[src/rtl/core_run_ctrl.sv]
// Multi-core run controller: hands the memories from the loader to the cores and sequences LOAD/HOLD/RUN/DONE.
// Latency: outputs decode from registered state, so every effect shows the cycle after the transition edge.
// Backpressure: none; start/abort are levels, and DONE waits for start to drop before returning to LOAD.
module core_run_ctrl #(
  parameter int N_CORES  = 1,
  parameter int STATUS_W = 32,
  parameter int RST_HOLD = 4,
  parameter int CYC_W    = 32
) (
  input  logic                        clk,
  input  logic                        rstn,
  input  logic                        start,
  input  logic                        abort,
  input  logic [N_CORES-1:0]          core_mask,
  input  logic [N_CORES-1:0]          core_en_instr_mem,
  input  logic [N_CORES*STATUS_W-1:0] core_status,
  output logic                        rst,
  output logic                        instr_sel,
  output logic                        data_sel,
  output logic [N_CORES-1:0]          instr_en,
  output logic [N_CORES-1:0]          core_rst,
  output logic                        exec_done,
  output logic [N_CORES-1:0]          done_vec,
  output logic [CYC_W-1:0]            run_cycles,
  output logic [1:0]                  state
);

  typedef enum logic [1:0] {
    S_LOAD = 2'd0,
    S_HOLD = 2'd1,
    S_RUN  = 2'd2,
    S_DONE = 2'd3
  } state_e;

  localparam int              HCW       = (RST_HOLD > 1) ? $clog2(RST_HOLD) : 1;
  localparam logic [HCW-1:0]  HOLD_INIT = HCW'(RST_HOLD - 1);
  localparam logic [CYC_W-1:0] CYC_MAX  = '1;

  state_e             state_q, state_d;
  logic [N_CORES-1:0] mask_q, mask_d;
  logic [HCW-1:0]     hold_cnt_q, hold_cnt_d;
  logic [N_CORES-1:0] done_vec_q, done_vec_d;
  logic [CYC_W-1:0]   run_cycles_q, run_cycles_d;

  logic [N_CORES-1:0] status_done;
  logic [N_CORES-1:0] new_done;
  logic               all_done;
  logic               io_sel;
  logic               in_run;
  logic               unused_status;

  // Only bit 0 of each status word carries meaning; the rest is folded away.
  assign unused_status = ^core_status;

  // Pick out each core's exec-done flag from its status word.
  always_comb begin
    status_done = '0;
    for (int i = 0; i < N_CORES; i++) begin
      status_done[i] = core_status[i*STATUS_W];
    end
  end

  assign new_done = mask_q & status_done;
  assign all_done = (((done_vec_q | new_done) & mask_q) == mask_q);

  // Next-state logic; abort overrides every other transition on the same edge.
  always_comb begin
    state_d      = state_q;
    mask_d       = mask_q;
    hold_cnt_d   = hold_cnt_q;
    done_vec_d   = done_vec_q;
    run_cycles_d = run_cycles_q;
    if (abort) begin
      state_d    = S_LOAD;
      done_vec_d = '0;
    end else begin
      case (state_q)
        S_LOAD: begin
          // An empty mask would never complete, so the request is ignored.
          if (start && (core_mask != '0)) begin
            state_d      = S_HOLD;
            mask_d       = core_mask;
            hold_cnt_d   = HOLD_INIT;
            done_vec_d   = '0;
            run_cycles_d = '0;
          end
        end
        S_HOLD: begin
          if (hold_cnt_q == '0) begin
            state_d = S_RUN;
          end else begin
            hold_cnt_d = hold_cnt_q - HCW'(1);
          end
        end
        S_RUN: begin
          if (run_cycles_q != CYC_MAX) begin
            run_cycles_d = run_cycles_q + CYC_W'(1);
          end
          done_vec_d = done_vec_q | new_done;
          if (all_done) begin
            state_d = S_DONE;
          end
        end
        S_DONE: begin
          // Require start to drop so a level-held start cannot relaunch a run.
          if (!start) begin
            state_d = S_LOAD;
          end
        end
        default: state_d = S_LOAD;
      endcase
    end
  end

  // State and datapath registers.
  always_ff @(posedge clk or negedge rstn) begin
    if (!rstn) begin
      state_q      <= S_LOAD;
      mask_q       <= '0;
      hold_cnt_q   <= '0;
      done_vec_q   <= '0;
      run_cycles_q <= '0;
    end else begin
      state_q      <= state_d;
      mask_q       <= mask_d;
      hold_cnt_q   <= hold_cnt_d;
      done_vec_q   <= done_vec_d;
      run_cycles_q <= run_cycles_d;
    end
  end

  assign io_sel     = (state_q == S_LOAD) || (state_q == S_DONE);
  assign in_run     = (state_q == S_RUN);
  assign rst        = ~rstn;
  assign instr_sel  = io_sel;
  assign data_sel   = io_sel;
  assign instr_en   = {N_CORES{io_sel}} | ({N_CORES{in_run}} & mask_q & core_en_instr_mem);
  assign core_rst   = ~({N_CORES{in_run}} & mask_q);
  assign exec_done  = (state_q == S_DONE);
  assign done_vec   = done_vec_q;
  assign run_cycles = run_cycles_q;
  assign state      = state_q;

endmodule

[config.mk]
export PLATFORM = sky130hd
export DESIGN_NAME = core_run_ctrl
export DESIGN_NICKNAME = d
export VERILOG_FILES = /design/src/rtl/core_run_ctrl.sv
export SDC_FILE = /design/constraint.sdc
export NUM_CORES = 1
export LEC_CHECK = 0
export CELL_PAD_IN_SITES_DETAIL_PLACEMENT = 0
export CELL_PAD_IN_SITES_GLOBAL_PLACEMENT = 1
export CORE_ASPECT_RATIO = 0.6
export CORE_MARGIN = 8
export CORE_UTILIZATION = 34
export DETAILED_ROUTE_END_ITERATION = 8
export GPL_ROUTABILITY_DRIVEN = 0
export MAX_ROUTING_LAYER = met4
export PLACE_DENSITY_LB_ADDON = 0.1
export SYNTH_ARGS = -nofsm -noshare
export SYNTH_HDL_FRONTEND = slang
export SYNTH_SLANG_ARGS = --single-unit
[constraint.sdc]
create_clock -name clk -period 2.87 [get_ports clk]
set_clock_uncertainty 0.2 [all_clocks]
set_input_delay 0.287 -clock clk [delete_from_list [all_inputs] [get_ports clk]]
set_output_delay 0.287 -clock clk [all_outputs]
set_load 0.03 [all_outputs]
======== Yosys cells after proc, flatten, opt, wreduce, memory -nomap -nowiden ========
Index checks and enable logic that the tools add are counted.
storage, ports and cells
  flip-flop bits (word level) ............. 38
  input bits .............................. 38
  output and inout bits ................... 41
operators by class
  add/sub/neg operators ................... 2
  equal/unequal tests ..................... 12
  muxes and demuxes ....................... 15
  bitwise gates (word level) .............. 9
  reductions and logical operators ........ 12
operators by type and width
  cell                                                                      number
  32-bit two-way mux                                                        2
  32-bit one-hot mux with 2 select lines                                    1
  32-bit by 1-bit adder with 32-bit output (second input constant)          1
  32-bit inequality test (second input constant)                            1
  2-bit two-way mux                                                         7
  3-bit inequality test (second input constant)                             4
  4-bit AND reduction                                                       3
  2-bit one-hot mux with 4 select lines                                     1
  1-bit AND                                                                 4
  2-bit == test (second input constant)                                     2
  2-bit logical NOT                                                         2
  2-bit inequality test (second input constant)                             2
  2-bit one-hot mux with 2 select lines                                     1
  2-bit nonzero test                                                        2
  1-bit inverter                                                            3
  3-bit AND reduction                                                       1
  3-bit nonzero test                                                        1
  2-bit by 1-bit == test with 1-bit output (second input constant)          1
  1-bit two-way mux                                                         2
  2-bit by 1-bit inequality test with 1-bit output (second input constant)  1
  1-bit bitwise OR                                                          2
  1-bit one-hot mux with 2 select lines                                     1
  2-bit AND reduction                                                       1
  2-bit by 1-bit subtractor with 2-bit output (second input constant)       1
  other kinds (3)                                                           3

======== Depth between registers and ports, before layout ========
Gate-level depths: netlist (run 1).
  word-level depth ........................ 7
  gate-level depth with buffers ........... 8
  gate-level depth less buffers ........... 7

======== Worst setup path after synthesis (run 1) ========
OpenSTA, ideal clock, no wires.
  kind .................................... register to register
  from .................................... register state_q[0] (netlist: state[0])
  to ...................................... register run_cycles_q[27] (netlist: run_cycles[27])
  library setup time ...................... 126 ps
  arrival time ............................ 2067 ps
  required time ........................... 2544 ps
  path slack .............................. 477 ps
  stages on the path, launching flop included .. 8
  buffers on the path ..................... 1
  period minus slack after synthesis ...... 2393 ps
  cells stage by stage .................... dfrtp_1 inv_1 ha_1 a21bo_2 o211ai_1 a41o_1 buf_2 a221o_1
between the ends
  longest elaborated chain between the ends .. 3
RTL lines
  item                                                                                line  source
  from (decl)                                                                         39    state_e state_q, state_d;
  from (signal assigned)                                                              124   state_q <= state_d;
  2-bit == test / 2-bit logical NOT (equally long branches)                           77    case (state_q)
  2-bit by 1-bit inequality test with 1-bit output (no line) (tied with other cells)  --
  4-bit AND reduction (no line)                                                       --
  to (signal assigned)                                                                128   run_cycles_q <= run_cycles_d;
  to (decl)                                                                           43    logic [CYC_W-1:0] run_cycles_q, run_cycles_d;
Several ways; a longest one is shown, not always the timed one.
A chain may end at the register's enable or synchronous reset.

======== Worst setup path in the final report (run 1) ========
  from .................................... register state_q[0] (netlist: state[0])
  to ...................................... output instr_en
between the ends
  longest elaborated chain between the ends .. 4
RTL lines
  item                    line  source
  2-bit == test           133   assign in_run = (state_q == S_RUN);
  1-bit AND (2 in a row)  137   assign instr_en = {N_CORES{io_sel}} | ({N_CORES{in_run}} & mask_q & core_en_instr_mem);
  1-bit bitwise OR (*)    137
  to (decl)               20    output logic [N_CORES-1:0] instr_en,
Mark *: on every way between the ends. The rest lies on a longest branch, timed or not.

==> metrics.cfg, run 1 <==
[outcome]
status=finished clean

[timing]
worst_slew_pin_slew_ns=0.646
hold_viol=0
whs_ns=0.334
fin_crit_sh=0.907
rsz0062_at_grt=false
setup_viol=0
slew_headroom=0.565
setup_tns_ns=0
fmax_mhz=384
drv_slew=0
finalCriticalPeriod_ns=2.60

[cts]
path_clk_slew_ns=0.05
cts.sinks=38
root_buffer=clkbuf_16
clockBufferDepth=2
cts_buffers=5
cts_tree=built
h-tree-depth=2
clkLatencyLatePin_ns=0.28

[cells_and_area]
fillerInstances=662
final_nets=371
n_antenna_cell=0
drive_above_1_share=0.110
final_cell_mix=clkdlybuf4s50_1 (46), dfrtp_1 (38), nand2_1 (30), o21ai_0 (20), buf_4 (18)
area_growth_pct=33.2
final_common_cell=clkdlybuf4s50_1

[floorplan]
coreArea_mm2=0.00673
initial_utilization=0.354
row_count=23
die_x_um=124
ios=79
die_h_um=80.8
dieArea_mm2=0.0100

[yosys]
synthFlopType=dfrtp_1
syn_area_mm2=0.00238
synth_nets=310
async_flop_share=1.00
syn_area_per_cell_um2=8.99
ys_seq_area_frac=0.399
syn_inst=265
ys_warn_count=0
synthDistinctLibCells=48
synth_edf_count=0
ys_ff_latch=38

[setup_path]
crit_path_end_kind=output pin
critPathLaunchType=flop
crit_path_cell_trace=inv_1, ha_1, buf_4, nand3_1, nand2_1, clkdlybuf4s50_1
critPathKind=reg2out
crit_path_max_fanout=19
reg2reg_slack_ns=0.38
worstReg2RegEnd=run_cycles[22]$_DFFE_PN0P_
critPathSlowestCell=clkdlybuf4s50_1
required_ns=2.38
critPathMaxStageDelay_ns=0.66
r2r_cells=7
arrival_ns=2.12
r2r_start=state[1]$_DFFE_PN0P_

[routing]
dr.pass1.iters=4
drc=0
drt-vias-per-instance=5.61
num_vias=2315
antenna_left=0
wl_um=7360
first_iter_violations=139
avgRoutedWirePerCell_um=17.8

[min_path]
holdPathStages=1
min_to=run_cycles[30]$_DFFE_PN0P_
hp-class=reg2reg
worstHoldStart=run_cycles[30]$_DFFE_PN0P_

[pwr]
p_leak_nw=1.35
p_per_area_mw_per_mm2=605
max-vdd-ir-drop_v=0.000584

[global_route]
grt_max_degree=39
grt_pass1_wl_um=12200
grt_usage=0.161
overflow=0
antenna_found_initial=0
grt_pass1_vias=2250

[place]
hpwl_um=5280
io_buffers=47

[job]
drv_cap=0

## cell families (layout without fill, tap and decap cells)
logic type / Yosys count / in the layout / share of synthesized area
buf+inv: 24 / 85 / 0.0509
fa+ha+maj: 7 / 7 / 0.0368
flops: 38 / 38 / 0.399
mux: 6 / 6 / 0.0257
simple gates: 110 / 110 / 0.262
compound gates: 80 / 80 / 0.225
## layer usage
layer	GRT usage	share of wire
met4	0.0519	0.012
met1	0.230	0.54
met5	-	0
met3	0.0325	0.050
met2	0.221	0.40
## report_power, final
part	internal, mW	switching [mW]
combinational	0.292	0.480
clock	0.318	0.208
sequential	0.573	0.0497
total	1.18	0.738
## registers in the layout, indices dropped and copies added (netlist names)
signal	flops
run_cycles	32
hold_cnt_q	2
state	2
done_vec	1
mask_q	1
## layout make-up
cell class | instances | area (um2) | area share
multi-input combinational | 203 | 1310 | 0.413
sequential | 38 | 951 | 0.300
timing repair buffer | 67 | 631 | 0.199
clock buffer | 7 | 133 | 0.0418
tap | 87 | 109 | 0.0343
inverter | 11 | 41.3 | 0.0130
## critical path: cells and delay by family (launching register included)
family | cells | cell delay [ns]
adder cells (fa/ha/maj) | 1 | 0.18
AND/OR/NAND/NOR | 2 | 0.18
flip-flops | 1 | 0.40
buffers and inverters | 3 | 1.06
## Yosys cell counts, types with 3 or more instances
cell type | number | area (um2)
ha_1 | 7 | 87.6
a31oi_1 | 13 | 81.3
inv_1 | 11 | 41.3
dfrtp_1 | 38 | 951
o31ai_1 | 6 | 45.0
mux2i_1 | 5 | 50.1
nand3_1 | 17 | 85.1
nor2_1 | 15 | 56.3
nor3_1 | 3 | 15.0
a21oi_1 | 11 | 55.1
o211ai_1 | 8 | 60.1
or3_1 | 3 | 18.8
o21ai_0 | 20 | 100
nand2_1 | 30 | 113
buf_2 | 7 | 35.0
nand4_1 | 15 | 93.8
and3_1 | 9 | 56.3
a41oi_1 | 4 | 35.0
nor4_1 | 3 | 18.8
## worst max-delay path by stage
| stage | from | slack (ns) | endpoint | cells past startpoint |
|---|---|---|---|---|
| after floorplan | state[0]$_DFFE_PN0P_ | 0.48 | run_cycles[27]$_DFFE_PN0P_ | 7 |
| final | state[0]$_DFFE_PN0P_ | 0.27 | instr_en | 6 |
| after detailed placement | start | 0.37 | run_cycles[22]$_DFFE_PN0P_ | 6 |
| after global routing | state[1]$_DFFE_PN0P_ | 0.16 | run_cycles[22]$_DFFE_PN0P_ | 7 |
| after CTS | state[0]$_DFFE_PN0P_ | 0.24 | instr_en | 6 |
| after global placement | start | 0.33 | run_cycles[22]$_DFFE_PN0P_ | 6 |
## per-stage QoR
stage                     instance area (um2)  worst slack [ns]  utilization  power [mW]  cells
after global routing                     3170             0.158        0.471        2.04    413
after detailed placement                 3030             0.372        0.450        1.40    405
after CTS                                3170             0.240        0.471        1.95    413
after global placement                   3030             0.332        0.450        1.40    405
after floorplan                          2380             0.477            -        1.10    265
final                                    3170             0.267        0.471        1.92    413
## timing repair
action                                 4_1_cts  5_1_grt
buffers inserted                             0        0
endpoints found under the hold margin       38        0
resized for setup                            0        0
hold buffers                                 1        0
Power figures use the tool's default switching activity.
==> run 2: changes to the inputs <==
- ABC_AREA: default -> 1
- CORE_UTILIZATION: 34 -> 32
==> run 2 against run 1 <==
  * Largest cell class unchanged
  * Wire length rose by 14%
  * Synthesized area rose by 11%
  * Fmax rose by 5.5%
  * Count of clock-buffer cells in the layout did not move
  * Largest power group unchanged
  * Global-route usage fell by 0.065 points
  * Highest routed layer unchanged
==> metrics.cfg, run 2 <==
[outcome]
status=finished clean

[yosys]
synth_top_area_share=0.360  ; -0.0391
ys_ff_latch=38  ; unchanged
synth.largest_area_cell=dfrtp_1
ys_warn_count=0  ; unchanged
synthFlopType=dfrtp_1
syn_area_per_cell_um2=6.41  ; -29%
synth_area_leaders=dfrtp_1 (36%), nand2_1 (22%), nor2_1 (8.2%)
synth_most_common_cell=nand2_1
synth_commonest_cells=nand2_1 (153), nor2_1 (58), inv_1 (50)
synth_nets=457  ; +47%
synth_edf_count=0  ; unchanged
syn_area_mm2=0.00264  ; +11%
syn_inst=412  ; +55%
async_flop_share=1.00  ; unchanged
synthDistinctLibCells=27  ; -44%
ys_seq_area_frac=0.360  ; -0.0391

[timing]
drv_slew=0  ; unchanged
fin_crit_sh=0.860  ; -0.0471
worst_slew_pin_slew_ns=0.504  ; -0.143 ns
rsz0062_at_grt=false
slew_headroom=0.662  ; +0.0966
fmax_mhz=405  ; +5.5%
setup_viol=0  ; unchanged
hold_viol=0  ; unchanged
finalCriticalPeriod_ns=2.47  ; -0.135 ns
setup_tns_ns=0  ; unchanged

[pwr]
swShare=0.393  ; +0.00865
p_leak_nw=1.42  ; +5.5%
max-vdd-ir-drop_v=0.000357  ; -39%
p_per_area_mw_per_mm2=609  ; +0.74%
p_int_mw=1.26  ; +6.4%
power_frac_clock=0.303  ; +0.029
combPwrFrac=0.395  ; -0.007
power_frac_seq=0.302  ; -0.022
switchingPower_uw=814  ; +10%
power_mw=2.07  ; +7.9%

[cts]
root_buffer=clkbuf_16
h-tree-depth=2  ; unchanged
cts_tree=built
path_clk_slew_ns=0.06  ; about the same
cts.sinks=38  ; unchanged
ctsResizeCount=0  ; unchanged
cts_buffers=5  ; unchanged
holdBufCountCts=1  ; unchanged
cts_setup_buffers=0  ; unchanged
clkLatencyLatePin_ns=0.28  ; about the same
clockBufferDepth=2  ; unchanged

[setup_path]
crit_path_max_fanout=33  ; +14
arrival_ns=2.42  ; +0.30 ns
critPathKind=reg2reg
crit_path_end_kind=flop
required_ns=2.82  ; +0.44 ns
critPathLaunchType=flop

[floorplan]
coreArea_mm2=0.00795  ; +18%
die_h_um=86.4  ; +6.8%
die_x_um=133  ; +7.4%
dieArea_mm2=0.0115  ; +15%
ios=79  ; unchanged
row_count=25  ; +8.7%
initial_utilization=0.332  ; -0.0213

[global_route]
antenna_found_initial=0  ; unchanged
overflow=0  ; unchanged
grt_pass1_wl_um=14200  ; +17%
grt_max_degree=39  ; unchanged
grt_pass1_vias=2621  ; +16%
grt_usage=0.161  ; -0.000653

[routing]
drt-vias-per-instance=4.57  ; -18%
num_vias=2625  ; +13%
avgRoutedWirePerCell_um=14.7  ; -18%
wl_um=8420  ; +14%
antenna_left=0  ; unchanged
dr.pass1.iters=4  ; unchanged
first_iter_violations=248  ; +78%
drc=0  ; unchanged

[cells_and_area]
design_area_mm2=0.00340  ; +7.1%
largest_reg_flops=32  ; unchanged
final_nets=510  ; +37%
drive_above_1_share=0.0536  ; -0.0568
final_cell_mix=nand2_1 (153), nor2_1 (58), inv_1 (50), clkdlybuf4s50_1 (46), dfrtp_1 (38)
final_common_cell=nand2_1
area_growth_pct=28.8
n_antenna_cell=0  ; unchanged

[job]
drv_cap=0  ; unchanged

[min_path]
hp-class=reg2reg

[place]
dpl_cell_area_mm2=0.00323  ; +6.5%
io_buffers=47  ; unchanged
hpwl_um=6620  ; +25%

run 2: cell types whose count changed after synthesis, moves of 10 or more:
cell | previous run | this run
a31oi_1 | 13 | 0
inv_1 | 11 | 50
nand2_1 | 30 | 153
nand3_1 | 17 | 36
nand4_1 | 15 | 5
nor2_1 | 15 | 58
o21ai_0 | 20 | 10
o21ai_1 | 0 | 15
run 2: area by class of cell:
| type | count | area [um2] |
|---|---|---|
| inverter | 51 | 191 |
| multi-input combinational | 315 | 1440 |
| timing repair buffer | 54 | 520 |
| fill | 858 | 4540 |
| clock inverter | 1 | 30.0 |
| sequential | 38 | 951 |
| tap | 108 | 135 |
| clock buffer | 7 | 133 |
run 2: power by group through the flow:
stage / registers [mW] / logic (mW) / clock network [mW]
after floorplan: 0.676 / 0.508 / 0
after global placement: 0.633 / 0.825 / 0
after detailed placement: 0.635 / 0.829 / 0
after CTS: 0.625 / 0.832 / 0.647
after global routing: 0.635 / 0.907 / 0.675
final: 0.625 / 0.818 / 0.629
run 2: critical path: stages, from the launching register on:
cell and delay (ns):
dfrtp_1 0.43, inv_1 0.12, ha_1 0.20, inv_1 0.13, nor2_1 0.17, nand2_1 0.06
nor2_1 0.17, nand3_4 0.18, nand2_2 0.16, buf_4 0.34, o21ai_0 0.14
run 2: path summary, 6_finish.rpt:
path	startpoint	to	slack [ns]	cells after the start
min in group asynchronous	rstn	run_cycles[2]$_DFFE_PN0P_	0.47	3
hold / removal	hold_cnt_q[0]$_DFFE_PN0P_	hold_cnt_q[0]$_DFFE_PN0P_	0.31	1
setup reg to reg	state[0]$_DFFE_PN0P_	run_cycles[12]$_DFFE_PN0P_	0.40	10
hold reg to reg	hold_cnt_q[0]$_DFFE_PN0P_	hold_cnt_q[0]$_DFFE_PN0P_	0.31	1
setup / recovery	state[0]$_DFFE_PN0P_	run_cycles[12]$_DFFE_PN0P_	0.40	10
max in group asynchronous	rstn	run_cycles[26]$_DFFE_PN0P_	1.65	3
run 2: routing by layer:
| metal | share of wire | wire [um] | global-route usage |
|---|---|---|---|
| met2 | 0.36 | 2990 | 0.211 |
| met1 | 0.59 | 4930 | 0.242 |
| met4 | 0.0058 | 49 | 0.0304 |
| met3 | 0.053 | 445 | 0.0329 |
| met5 | 0 | 0 | - |
run 2: through the flow:
step / hold WS (ns) / instances / utilization / worst slack [ns]
after floorplan: -0.209 / 412 / - / 0.670
after global placement: 0.275 / 565 / 0.406 / 0.402
after detailed placement: 0.257 / 565 / 0.406 / 0.385
after CTS: 0.325 / 574 / 0.428 / 0.370
after global routing: 0.360 / 574 / 0.428 / 0.163
final: 0.310 / 574 / 0.428 / 0.402
run 2: cell families after synthesis:
group           share of synthesized area
compound gates                     0.0635
xor+xnor                           0.0232
fa+ha+maj                          0.0332
buf+inv                            0.0947
flops                               0.360
simple gates                        0.425
